==> config.mk <==
export PLATFORM = sky130hd
export DESIGN_NAME = bus_demux4_flat
export DESIGN_NICKNAME = d
export VERILOG_FILES = /design/src/rtl/bus_demux4_if.sv /design/src/rtl/bus_demux4.sv /design/src/flat_wrapper.sv
export SDC_FILE = /design/constraint.sdc
export NUM_CORES = 1
export LEC_CHECK = 0
export ABC_CLOCK_PERIOD_IN_PS = 2100
export CAP_MARGIN = 10
export CORE_MARGIN = 5
export CORE_UTILIZATION = 40
export DETAILED_ROUTE_END_ITERATION = 6
export GPL_ROUTABILITY_DRIVEN = 1
export PLACE_DENSITY = 0.8
export SETUP_SLACK_MARGIN = 0.1
export SLEW_MARGIN = 25
export SYNTH_ARGS = -nofsm -noshare
export SYNTH_HDL_FRONTEND = slang
export SYNTH_SLANG_ARGS = --single-unit
==> constraint.sdc <==
create_clock -name clk -period 2.1 [get_ports clk]
set_clock_uncertainty 0.1 [all_clocks]
set_input_delay 0.42 -clock clk [delete_from_list [all_inputs] [get_ports clk]]
set_output_delay 0.42 -clock clk [all_outputs]
set_load 0.02 [all_outputs]
==> src/rtl/bus_demux4_if.sv <==
// Request/target bundle for bus_demux4: one initiator-side request channel and a
// shared target channel with one-hot per-target valid/ready.
interface bus_demux4_if #(
    parameter int unsigned WIDTH  = 32,
    parameter int unsigned ADDR_W = 32
);
    logic              in_valid;
    logic              in_ready;
    logic [ADDR_W-1:0] in_addr;
    logic [WIDTH-1:0]  in_wdata;
    logic              in_we;
    logic [3:0]        out_valid;
    logic [3:0]        out_ready;
    logic [ADDR_W-1:0] out_addr;
    logic [WIDTH-1:0]  out_wdata;
    logic              out_we;
    logic              err;
    logic [1:0]        err_sel;

    modport slave (
        input  in_valid, in_addr, in_wdata, in_we, out_ready,
        output in_ready, out_valid, out_addr, out_wdata, out_we, err, err_sel
    );

    modport master (
        output in_valid, in_addr, in_wdata, in_we, out_ready,
        input  in_ready, out_valid, out_addr, out_wdata, out_we, err, err_sel
    );
endinterface

==> src/rtl/bus_demux4.sv <==
// One-deep registered 1-to-4 request demux: routes a held request to the target picked by
// two address bits, with a wait-cycle timeout that drops the request and flags err.
module bus_demux4 #(
    parameter int unsigned WIDTH   = 32,
    parameter int unsigned ADDR_W  = 32,
    parameter int unsigned SEL_LSB = 28,
    parameter int unsigned TIMEOUT = 255
) (
    input  logic        clk,
    input  logic        reset,
    bus_demux4_if.slave bus
);
    typedef enum logic {StIdle, StHold} state_e;

    localparam logic [7:0] TimeoutCnt = 8'(TIMEOUT);

    state_e            r_state;
    state_e            w_state_next;
    logic [1:0]        r_sel;
    logic [ADDR_W-1:0] r_addr;
    logic [WIDTH-1:0]  r_wdata;
    logic              r_we;
    logic [7:0]        r_cnt;
    logic [7:0]        w_cnt_next;
    logic              r_err;
    logic [1:0]        r_err_sel;

    logic              w_in_ready;
    logic              w_load;
    logic              w_drop;
    logic              w_sel_ready;
    logic [3:0]        w_out_valid;
    logic [1:0]        w_in_sel;

    assign w_in_sel    = bus.in_addr[SEL_LSB+1:SEL_LSB];
    // Only the ready of the currently selected target matters.
    assign w_sel_ready = bus.out_ready[r_sel];

    always_comb begin
        w_state_next = r_state;
        w_cnt_next   = r_cnt;
        w_load       = 1'b0;
        w_drop       = 1'b0;
        w_in_ready   = 1'b0;
        w_out_valid  = 4'b0000;
        case (r_state)
            StIdle: begin
                w_in_ready = 1'b1;
                if (bus.in_valid) begin
                    w_load       = 1'b1;
                    w_cnt_next   = 8'd0;
                    w_state_next = StHold;
                end
            end
            StHold: begin
                w_out_valid = 4'b0001 << r_sel;
                // Pass-through ready keeps one request per cycle when the target never stalls.
                w_in_ready  = w_sel_ready;
                if (w_sel_ready) begin
                    w_cnt_next = 8'd0;
                    if (bus.in_valid) begin
                        w_load = 1'b1;
                    end else begin
                        w_state_next = StIdle;
                    end
                end else if (r_cnt == TimeoutCnt) begin
                    w_drop       = 1'b1;
                    w_cnt_next   = 8'd0;
                    w_state_next = StIdle;
                end else begin
                    w_cnt_next = r_cnt + 8'd1;
                end
            end
            default: begin
                w_state_next = StIdle;
            end
        endcase
        if (reset) begin
            w_in_ready = 1'b0;
        end
    end

    always_ff @(posedge clk) begin
        if (reset) begin
            r_state   <= StIdle;
            r_sel     <= 2'd0;
            r_addr    <= '0;
            r_wdata   <= '0;
            r_we      <= 1'b0;
            r_cnt     <= 8'd0;
            r_err     <= 1'b0;
            r_err_sel <= 2'd0;
        end else begin
            r_state <= w_state_next;
            r_cnt   <= w_cnt_next;
            r_err   <= w_drop;
            if (w_load) begin
                r_sel   <= w_in_sel;
                r_addr  <= bus.in_addr;
                r_wdata <= bus.in_wdata;
                r_we    <= bus.in_we;
            end
            if (w_drop) begin
                r_err_sel <= r_sel;
            end
        end
    end

    assign bus.in_ready  = w_in_ready;
    assign bus.out_valid = w_out_valid;
    assign bus.out_addr  = r_addr;
    assign bus.out_wdata = r_wdata;
    assign bus.out_we    = r_we;
    assign bus.err       = r_err;
    assign bus.err_sel   = r_err_sel;
endmodule

==> src/flat_wrapper.sv <==
// flat-port wrapper written by rule: the top's interface ports become plain ports
module bus_demux4_flat 
#(
    parameter int unsigned WIDTH   = 32,
    parameter int unsigned ADDR_W  = 32,
    parameter int unsigned SEL_LSB = 28,
    parameter int unsigned TIMEOUT = 255
)
  (clk, reset, bus_in_valid, bus_in_addr, bus_in_wdata, bus_in_we, bus_out_ready, bus_in_ready, bus_out_valid, bus_out_addr, bus_out_wdata, bus_out_we, bus_err, bus_err_sel);
  bus_demux4_if #(.WIDTH(WIDTH), .ADDR_W(ADDR_W)) bus_i ();
  input  logic clk;
  input  logic reset;
  input wire logic [$bits(bus_i.in_valid)-1:0] bus_in_valid;
  input wire logic [$bits(bus_i.in_addr)-1:0] bus_in_addr;
  input wire logic [$bits(bus_i.in_wdata)-1:0] bus_in_wdata;
  input wire logic [$bits(bus_i.in_we)-1:0] bus_in_we;
  input wire logic [$bits(bus_i.out_ready)-1:0] bus_out_ready;
  output wire logic [$bits(bus_i.in_ready)-1:0] bus_in_ready;
  output wire logic [$bits(bus_i.out_valid)-1:0] bus_out_valid;
  output wire logic [$bits(bus_i.out_addr)-1:0] bus_out_addr;
  output wire logic [$bits(bus_i.out_wdata)-1:0] bus_out_wdata;
  output wire logic [$bits(bus_i.out_we)-1:0] bus_out_we;
  output wire logic [$bits(bus_i.err)-1:0] bus_err;
  output wire logic [$bits(bus_i.err_sel)-1:0] bus_err_sel;
  assign bus_i.in_valid = bus_in_valid;
  assign bus_i.in_addr = bus_in_addr;
  assign bus_i.in_wdata = bus_in_wdata;
  assign bus_i.in_we = bus_in_we;
  assign bus_i.out_ready = bus_out_ready;
  assign bus_in_ready = bus_i.in_ready;
  assign bus_out_valid = bus_i.out_valid;
  assign bus_out_addr = bus_i.out_addr;
  assign bus_out_wdata = bus_i.out_wdata;
  assign bus_out_we = bus_i.out_we;
  assign bus_err = bus_i.err;
  assign bus_err_sel = bus_i.err_sel;
  bus_demux4 #(.WIDTH(WIDTH), .ADDR_W(ADDR_W), .SEL_LSB(SEL_LSB), .TIMEOUT(TIMEOUT)) u_core (.clk(clk), .reset(reset), .bus(bus_i));
endmodule
==> flow_summary_export.csv <==
group,metric,value,unit
status,status,"completed",
yosys,synth_top_family_by_area,"simple AND/OR/NAND/NOR gates",
floorplanning,pin_count,145,
setup_path,startpoint,"bus_out_ready[1]",
floorplanning,die_h,95.8,um
global_route,grt_first_pass_wirelength,13400,um
route,ant_nets,0,
route,wl_per_cell,14.1,um
cts,htreeDepth,3,
setup_path,cp-end-kind,"primary output",
setup_path,worstPathMaxFanout,3,
global_route,grt_pass1_vias,2848,
yosys,yosysSeqAreaShare,52.4,%
job,drv_cap,0,
cells_and_area,fin_area,4720,um2
placed_design,gp_congestion,0.792,
sta,max_freq,503,MHz
setup_path,critPathKind,"input port to primary output",
yosys,muxShareOfSynthArea,1.70,%
floorplanning,die_w,95.8,um
setup_path,critical_path.cell_chain,"clkdlybuf4s50_1, mux2_4, o22ai_4, nor2_2, buf_6",
route,via_per_inst,4.85,
yosys,synth_compound_area_share,16.3,%
sta,tightest_slew,0.452,ns
cells_and_area,fin_nets,577,
cts,cts_buffers,9,
yosys,synth_edf_count,0,
setup_path,crit_arrival,1.47,ns
setup_path,worstPathRequired,1.58,ns
sta,rsz0062_at_grt,"yes",
sta,period_minus_slack,1.99,ns
sta,slew_viol_final,0,
route,drc_errors,0,
global_route,gr-total-overflow,0,
cells_and_area,area_growth,60.5,%
setup_path,crit_cells,5,
setup_path,cp.buffers_inverters,2,
global_route,grt_max_degree,54,
yosys,synth_area_leader_cell,"dfxtp_1",
route,first_pass_iters,4,
setup_path,worst-r2r-setup-slack,0.33,ns
route,first_iter_violations,109,
placed_design,dpl_cell_area,4500,um2
global_route,antenna_found_initial,0,
route,num_vias,2941,
setup_path,rr_worst_depth,6,
route,wirelength,8570,um
placed_design,port_buffers,144,
setup_path,r2r-start,"u_core.r_sel[0]",
floorplanning,fp-row-count,31,
setup_path,cp_top_family,"buffers and inverters",
yosys,synth_area,2940,um2
cells_and_area,layout_common_cells,"nand2_1 (138), clkdlybuf4s50_1 (133), dfxtp_1 (76), a21oi_1 (65), buf_4 (12)",
yosys,synthAdderAreaFrac,0.425,%
global_route,track_usage,18.6,%
yosys,synth_nets,430,
sta,relSlewSlack,69.9,%
setup_path,r2r-end,"u_core.bus.out_addr[23]",
floorplanning,dieArea,9170,um2
pwr,powerDensity,735,nW/um2
setup_path,crit_path_max_incr_delay,0.40,ns
yosys,synth_top_flop_cell,"dfxtp_1",
yosys,synth_top_area_share,52.4,%
cells_and_area,drive_gt1_share,8.27,%
yosys,synth_cell_types,35,
setup_path,endpoint,"bus_in_ready",
cts,cts-root-buf,"clkbuf_8",
pwr,p_total,3.47,mW
floorplanning,core,7210,um2
yosys,synthArstFlopShare,0,%
yosys,synthTopCellsByArea,"dfxtp_1 (52%), nand2_1 (18%), a21oi_1 (11%)",
setup_path,cp_slowest_cell,"clkdlybuf4s50_1",
yosys,synth_xor_area_share,0.595,%
sta,post-route-period-util,94.7,%
cts,clk_pin_slew,0.07,ns
cells_and_area,diodes,0,
yosys,syn_inst,357,
cts,hold_buffers,0,
cells_and_area,fin_util,65.4,%
cts,cts_tree,"done",
yosys,avgSynthCellArea,8.24,um2
yosys,yosysWarnings,0,
cts,clk_latency,0.33,ns
cts,clock_path_buffers,2,
sta,final-setup-viol-count,0,
cells_and_area,fin_cells,607,
placed_design,placedCellCount,591,
setup_path,critPathLaunchType,"input port",
placed_design,hpwl,6220,um
hold_path,hold_class,"flip-flop to flip-flop",
yosys,synth-seq-cells,77,
floorplanning,start_util,40.8,%
cts,cts.sinks,77,
pwr,ir_drop,0.371,mV
yosys,synthSimpleGateAreaFrac,23.0,%
cells_and_area,final_common_cell,"nand2_1",
sta,hold_viol,0,
pwr,p_leak,1.80,nW
==> metrics by stage <==
stage,setup slack (ns),TNS (ns),hold slack (ns)
floorplan,0.253,0,0.359
global placement,-0.331,-2.70,0.341
detailed placement,-0.349,-4.58,0.347
CTS,0.0606,0,0.357
global route,0.0631,0,0.373
finish,0.111,0,0.354
==> worst min-delay path by stage <==
| stage | start | end | cells past startpoint |
|---|---|---|---|
| after global routing | u_core.bus.out_wdata[8] | u_core.bus.out_wdata[8] | 2 |
| after floorplan | u_core.r_cnt[6] | u_core.r_cnt[6] | 1 |
| after global placement | u_core.bus.out_wdata[27] | u_core.bus.out_wdata[27] | 2 |
| final | u_core.bus.out_wdata[15] | u_core.bus.out_wdata[15] | 2 |
| after CTS | u_core.bus.out_addr[4] | u_core.bus.out_addr[4] | 2 |
| after detailed placement | u_core.bus.out_addr[4] | u_core.bus.out_addr[4] | 2 |
==> report_power, final <==
part	internal, mW	leakage (nW)	switching, mW
Clock	0.694	0.105	0.522
Sequential	1.54	0.633	0.0450
Combinational	0.344	1.07	0.323
==> synth_stat cells, types with 2 or more instances <==
master and count:
dfxtp_1 77, mux2_4 2, nor2_1 9, nand3_1 6, buf_6 7, nand3b_1 3, a31oi_1 3, buf_4 5
nand2_1 138, o21ai_1 3, buf_2 2, a21oi_1 65, mux2i_1 2, clkbuf_1 8, a41oi_1 2, nand2b_1 5
a22oi_1 2
==> repair_timing <==
action,4_1_cts,5_1_grt
resized for setup,12,13
endpoints found under the setup margin,7,4
buffers inserted,0,1
pin swaps,0,2
==> layout make-up <==
cell class              instances  area [um2]
fillers                       623        2490
well taps                      99         124
flip-flops and latches         77        1550
clock inverters                 4        72.6
multi-input cells             256        1260
repair buffers                159        1580
clock buffers                  11         141
inverters                       1        3.75
==> cells by family (layout without fill, tap and decap cells) <==
group,after synthesis,after routing
AOI/OAI and AO/OA,82,82
DFF,77,77
buffers and inverters,24,175
adders and majority gates,1,1
and+or+nand+nor,167,167
muxes,4,4
xor gates and xnor gates,2,2
==> per-layer routing <==
layer,track usage [%],vias to the layer above,wire (um)
met3,6.41,7,818
met1,21.4,1358,3410
met2,31.8,103,4260
li1,-,1473,-
met5,0,-,0
met4,6.87,0,81
==> tightest hold or removal path, stage by stage (launching register included) <==
cell	delay [ns]
dfxtp_1	0.31
nand2_1	0.05
a21oi_1	0.05
==> registers in the layout (all words and copies together), names as in the netlist <==
register,count
u_core.bus.err,1
u_core.r_sel,1
u_core.r_state,1
u_core.r_cnt,8
u_core.bus.out_addr,31
u_core.bus.out_wdata,32
u_core.bus.err_sel,2
u_core.bus.out_we,1
No activity file was read; power rests on OpenSTA's default activity.
